==> config.mk <==
export PLATFORM = sky130hd
export DESIGN_NAME = halt_dump_unit
export DESIGN_NICKNAME = d
export VERILOG_FILES = /design/src/rtl/halt_dump_unit.sv
export SDC_FILE = /design/constraint.sdc
export NUM_CORES = 1
export LEC_CHECK = 0
export CORE_UTILIZATION = 39
export DETAILED_ROUTE_END_ITERATION = 8
export DONT_BUFFER_PORTS = 1
export GPL_TIMING_DRIVEN = 0
export PLACE_DENSITY_LB_ADDON = 0.3
export SYNTH_ARGS = -nofsm -noshare
export SYNTH_HDL_FRONTEND = slang
export SYNTH_SLANG_ARGS = --single-unit
export TNS_END_PERCENT = 30
==> constraint.sdc <==
create_clock -name clk -period 2.52 [get_ports clk]
set_input_delay 0.378 -clock clk [delete_from_list [all_inputs] [get_ports clk]]
set_output_delay 0.378 -clock clk [all_outputs]
set_load 0.02 [all_outputs]
==> src/rtl/halt_dump_unit.sv <==
// halt_dump_unit: freezes the core on a halt instruction, drains, then streams every nonzero data-memory word
module halt_dump_unit #(
  parameter int ADDR_W = 16,
  parameter int DATA_W = 16,
  parameter int DRAIN_CYCLES = 10,
  parameter logic [15:0] HALT_A = 16'hE000,
  parameter logic [15:0] HALT_B = 16'hE7FF
) (
  input  logic              clk,
  input  logic              reset,
  input  logic [15:0]       instr,
  input  logic              instr_valid,
  output logic              halted,
  output logic              mem_rd_en,
  output logic [ADDR_W-1:0] mem_addr,
  input  logic [DATA_W-1:0] mem_rdata,
  output logic              dump_valid,
  input  logic              dump_ready,
  output logic [DATA_W-1:0] dump_data,
  output logic [ADDR_W-1:0] dump_addr,
  output logic [ADDR_W:0]   word_count,
  output logic              done
);
  typedef enum logic [2:0] {RUN, DRAIN, READ, CHECK, EMIT, DONE} state_t;
  localparam logic [ADDR_W:0] LAST = {1'b0, {ADDR_W{1'b1}}};
  state_t          state;
  logic [7:0]      cnt;
  logic [ADDR_W:0] addr;
  logic [ADDR_W:0] addr_nx;
  logic            last;
  logic            halt_hit;
  assign addr_nx  = addr + (ADDR_W+1)'(1);
  assign last     = addr == LAST;
  assign halt_hit = instr_valid && (instr == HALT_A || instr == HALT_B);
  // drain counter runs 0..DRAIN_CYCLES so the first read lands DRAIN_CYCLES+1 cycles after halt
  always_ff @(posedge clk or negedge reset) begin
    if (!reset) begin
      state      <= RUN;
      cnt        <= '0;
      addr       <= '0;
      halted     <= 1'b0;
      mem_rd_en  <= 1'b0;
      mem_addr   <= '0;
      dump_valid <= 1'b0;
      dump_data  <= '0;
      dump_addr  <= '0;
      word_count <= '0;
      done       <= 1'b0;
    end else begin
      case (state)
        RUN: if (halt_hit) begin
          state  <= DRAIN;
          halted <= 1'b1;
          cnt    <= '0;
        end
        DRAIN: if (cnt == 8'(DRAIN_CYCLES)) begin
          state     <= READ;
          addr      <= '0;
          mem_addr  <= '0;
          mem_rd_en <= 1'b1;
        end else cnt <= cnt + 8'd1;
        READ: begin
          mem_rd_en <= 1'b0;
          state     <= CHECK;
        end
        CHECK: if (mem_rdata != '0) begin
          dump_data  <= mem_rdata;
          dump_addr  <= addr[ADDR_W-1:0];
          dump_valid <= 1'b1;
          state      <= EMIT;
        end else if (last) begin
          done  <= 1'b1;
          state <= DONE;
        end else begin
          addr      <= addr_nx;
          mem_addr  <= addr_nx[ADDR_W-1:0];
          mem_rd_en <= 1'b1;
          state     <= READ;
        end
        EMIT: if (dump_ready) begin
          dump_valid <= 1'b0;
          word_count <= word_count + (ADDR_W+1)'(1);
          if (last) begin
            done  <= 1'b1;
            state <= DONE;
          end else begin
            addr      <= addr_nx;
            mem_addr  <= addr_nx[ADDR_W-1:0];
            mem_rd_en <= 1'b1;
            state     <= READ;
          end
        end
        DONE: state <= DONE;
        default: state <= RUN;
      endcase
    end
  end
endmodule

### Word-level counts from Yosys, hierarchy flattened

Index checks and enable logic that the tools add are counted.

* shift-type cells: 0
* order comparisons: 0
* $mul: 0
* mux-type cells: 31
* $add $sub $neg: 3
* divide/modulo/power cells: 0
* reductions and logical operators: 17
* equal/unequal tests: 15
* bitwise operators: 0

Operators with widths (number)
* 2-to-1 mux 17 bit: 4
* 2-to-1 mux 16 bit: 4
* case mux 17 bit (3 select lines): 1
* case mux 16 bit (3 select lines): 1
* adder 17 x 1 -> 17 bit, second input constant: 2
* == test 16 bit, second input constant: 2
* case mux 3 bit (6 select lines): 1
* == test 17 x 16 -> 1 bit, second input constant: 1
* 2-to-1 mux 8 bit: 2
* case mux 8 bit (2 select lines): 1
* nonzero test 16 bit: 1
* 2-to-1 mux 3 bit: 5
* inequality test 2 bit, second input constant: 6
* AND reduction 3 bit: 4
* 2-to-1 mux 1 bit: 9
* adder 8 x 1 -> 8 bit, second input constant: 1
* == test 8 x 4 -> 1 bit, second input constant: 1
* AND reduction 4 bit: 2
* == test 3 x 2 -> 1 bit, second input constant: 2
* == test 3 bit, second input constant: 2
* AND reduction 2 bit: 3
* case mux 1 bit (2 select lines): 2
* case mux 1 bit (4 select lines): 1
* nonzero test 2 bit: 2
* other kinds (6): 6

* latch bits: 0
* bits of input ports: 36
* memories: 0
* logic and storage cells: 77
* register bits after elaboration: 97
* bits in writable memories: 0
* bits in read-only memories: 0

### Longest topological paths before layout

* depth after elaboration: 5
* mapped depth: 12

### Worst setup path after synthesis

No wires, ideal clock.

* path type: flip-flop to flip-flop
* start: register mem_addr[0] (netlist name)
* end: register mem_addr[14]
* setup time: 110 ps
* cell stages (with the launch flop): 13
* slack: 138 ps
* arrival time: 2272 ps
* data required time: 2410 ps
* clock period less this slack: 2382 ps
* buffers on the path: 2
* cells stage by stage: dfrtp_1 ha_1 nand3_1 nor4_1 and3_1 ha_1 nand2_1 a22o_1 o211ai_4 buf_4 buf_6 o21ai_0 o41ai_1

RTL lines
* end signal: assignment: RTL line 76 `mem_addr <= addr_nx[ADDR_W-1:0];`
* end signal: assignment: RTL line 88 `mem_addr <= addr_nx[ADDR_W-1:0];`
* end: declaration: RTL line 15 `output logic [ADDR_W-1:0] mem_addr,`

==> run summary <==
• clkbuf_8 — root buf cell
• 0 — total inserted antenna cells
• 524 mW/mm^2 — areal power density over the cells
• 0.176 ns — Hold Worst Slack
• 2723 — via count of the first global-routing pass
• 0.520 — post-synth top area share
• dfrtp_1 — leading cell type in the layout, fill and taps excluded
• dfrtp_1 — post-synthesis cell type with the largest combined area
• built — CTS tree
• register — startpoint type of the worst setup path
• 0.13 ns — setup slack of the most critical reg-to-reg path
• 0.35 ns — insertion delay to the later sink of the worst-skew pair
• 0.401 — initial core utilization
• 13.3 mm — first-pass GRT wire length
• 36 — Core Rows
• 0 — total setup violations reported at the end of the flow
• 5.32 — Vias/cell
• 81 — Sinks on Clock Net
• 0 — Final Hold Violating Endpoints
• 556 um — met3 routed wirelength
• 13.4% — synth-to-layout area growth
• 0.268 — layout cell share with drive strength beyond 1
• dfrtp_1, mux2_2, nand2_1, buf_4, nor2_1 — highest-count cells in the layout ignoring fill and taps
• 0 — antenna viol nets, final
• 0.09 ns — post-CTS clock slew at the launch and capture registers of the worst setup and hold paths
• 2.39 ns — shortest period the worst path allows
• 8.27 mm — final wirelength
• 0 — warnings from Yosys
• 0.520 — share of synthesized area occupied by flip-flops and latches
• 1.99 nW — Pleak
• 0.0138 ns — Layout Skew
• 352 — gate count of the mapped netlist
• 16.1 um — routed wirelength normalized by instance count
• 1 — cell count of the worst hold path
• 0.793 — GP Congestion
• 513 — count of non-filler cells in the finished layout
• 0.126 ns — post-route setup slack
• 126 — detailed router's first-iteration violation count
• 0.00390 sq mm — synthesized area
• 0 — MaxCap Viol Count
• -0.296 ns — pre-CTS setup slack
• 0 — count of port buffers added during placement
• 0.00973 sq mm — Core Box Area
• 2.65 ns — arrival time worst endpoint
• 3.72 mm — routed length on met1
• 928 — FILL cells
• 0.0104 sq mm — die area
• 393 — post-synth net total
• dfrtp_1, mux2_2, buf_4, nand2_1, xor2_1 — leading cell types by total area after synthesis
• 3.92 mm — met2 WL post-DR
• met4 — Max Used Layer
• 11.1 sq um — Mapped Avg Cell Area
• 9 — number of buffers created by CTS
• 0.455 — core utilization of the finished layout
• dump_data[2] — WHS Endpoint
• 0 — max-slew violation count
• register — kind of capture point of the worst setup path
• 102 um — DIE HEIGHT
• in -> reg — worst hold path class
• mem_rdata[2] — critical hold path startpoint
• 4 — drt first pass iters
• 3 — number of H-tree levels
• 45 — distinct cell type count of the synthesized netlist
• 0.278 mV — maximum vdd drop
• 102 um — die width
• reg -> reg — Crit Path Category
• 416 — number of nets in the layout
• dfrtp_1 — Post-synth top flop
• 1.00 — Post-synth ARST share
• complete, no violations — run status
• 2 — Clock Tree Buf Depth
• 0 — number of enable-type register cells in the synthesized netlist
• 2.77 ns — Worst Path Required
• 105 — I/O pin count
• 485 — Post-Place Cells
• 5.77 mm — estimated wirelength of the detail-placed design
• 0.168 — Total Routing Usage GR
• 2727 — routed vias
• 0.825 ns — Worst-Margin Slew
• 0 — Remaining Overflow, GRT
• 418 MHz — upper clock frequency limit
• 0.445 — relative slew slack
• 0 — initial antenna violation count
• mem_addr[5] — end of the worst register-to-register path
• 82 — maximum number of pins on one net before global-route repair
• mem_addr[1] — reg-to-reg critical path startpoint
• 10 — top fanout value on the critical path
• 12 — R2R depth
• 81 — flops & latches, synth
• 0 — post-route DRC violation count
• 0.950 — share of the cycle needed by the critical path after routing
## kinds of logic (layout without fill, tap and decap cells)
| group | count (synthesis) | in the layout | share of synthesized area |
|---|---|---|---|
| fa+ha+maj | 5 | 5 | 0.0160 |
| flops | 81 | 81 | 0.520 |
| buf+inv | 35 | 63 | 0.0542 |
| xor+xnor | 23 | 23 | 0.0517 |
| simple gates | 125 | 125 | 0.174 |
| compound gates | 51 | 51 | 0.0915 |
| mux | 32 | 32 | 0.0924 |
## cell usage after synthesis (2+ instances only)
master	count
buf_2	4
xnor2_1	11
and2_1	4
o211ai_1	2
or4_1	5
xor2_1	12
or3_1	3
nor4_1	8
buf_4	18
and4_1	2
a21oi_1	11
clkbuf_1	3
inv_1	9
or2_2	2
nand2_1	31
a22o_1	2
dfrtp_1	81
o21ai_0	18
ha_1	5
nor3_1	4
nor2_1	20
mux2_2	32
nand3_1	15
nand4_1	9
and3_1	12
o31ai_1	10
## power breakdown
group / switching (W) / internal, W / total [W]
combinational: 0.0000272 / 0.00000874 / 0.0000359
clock: 0.000513 / 0.000469 / 0.000982
sequential: 0.00000000468 / 0.00130 / 0.00130
total: 0.000540 / 0.00178 / 0.00232
## flip-flops by register name, summed over array words and instances, names as in the netlist
| signal | flops |
|---|---|
| word_count | 17 |
| dump_addr | 16 |
| dump_data | 16 |
| mem_addr | 15 |
| cnt | 8 |
| state | 3 |
| addr | 2 |
| done | 1 |
| dump_valid | 1 |
| halted | 1 |
| mem_rd_en | 1 |
## worst max path at each step
| stage | start | to | slack [ns] | depth (start not counted) |
|---|---|---|---|---|
| 2_1_floorplan | mem_addr[0] | mem_addr[14] | 0.14 | 12 |
| 3_3_place_gp | mem_addr[0] | mem_addr[14] | -0.28 | 12 |
| 3_5_place_dp | mem_addr[0] | mem_addr[5] | -0.30 | 12 |
| 4_1_cts | mem_addr[1] | mem_addr[5] | 0.006 | 12 |
| 5_1_grt | mem_addr[13] | mem_addr[7] | -0.001 | 11 |
| 6_report | mem_addr[1] | mem_addr[5] | 0.13 | 12 |
## per-layer routing
metal / up-vias / global-route usage
li1: 1301 / -
met1: 1342 / 0.215
met2: 80 / 0.263
met3: 4 / 0.0492
met4: 0 / 0.0758
met5: - / 0
## through the flow
stage / setup TNS [ns] / area, sq um / total power, W
final: 0 / 4420 / 0.00232
after global routing: -0.00132 / 4420 / 0.00242
after detailed placement: -3.20 / 4070 / 0.00133
after floorplan: 0 / 3900 / 0.00133
after CTS: 0 / 4360 / 0.00235
after global placement: -3.26 / 4070 / 0.00133
## what timing repair did
action,4_1_cts,5_1_grt
endpoints found under the setup margin,16,16
buffers inserted,4,6
hold endpoints to repair,81,0
pin swaps,2,4
hold buffers,2,0
gates resized for setup,5,10
## worst max-delay path: stages, from the launching register on
cell and delay (ns):
dfrtp_1 0.37, ha_2 0.21, nand3_2 0.11, nor4_2 0.20, and3_1 0.24, ha_4 0.17, nand2_1 0.08, a22o_1 0.26
o211ai_4 0.16, buf_6 0.18, buf_6 0.13, o21ai_0 0.10, o31ai_1 0.08
## cell type report
cell class / count / area, sq um / area share
clock buffers: 9 / 124 / 0.0280
plain buffers: 26 / 181 / 0.0410
inverters: 9 / 33.8 / 0.00764
multi-input cells: 236 / 1690 / 0.382
clock inverters: 7 / 76.3 / 0.0173
flip-flops and latches: 81 / 2040 / 0.461
well taps: 133 / 166 / 0.0376
repair buffers: 12 / 113 / 0.0255
(Power assumes the default switching activity.)
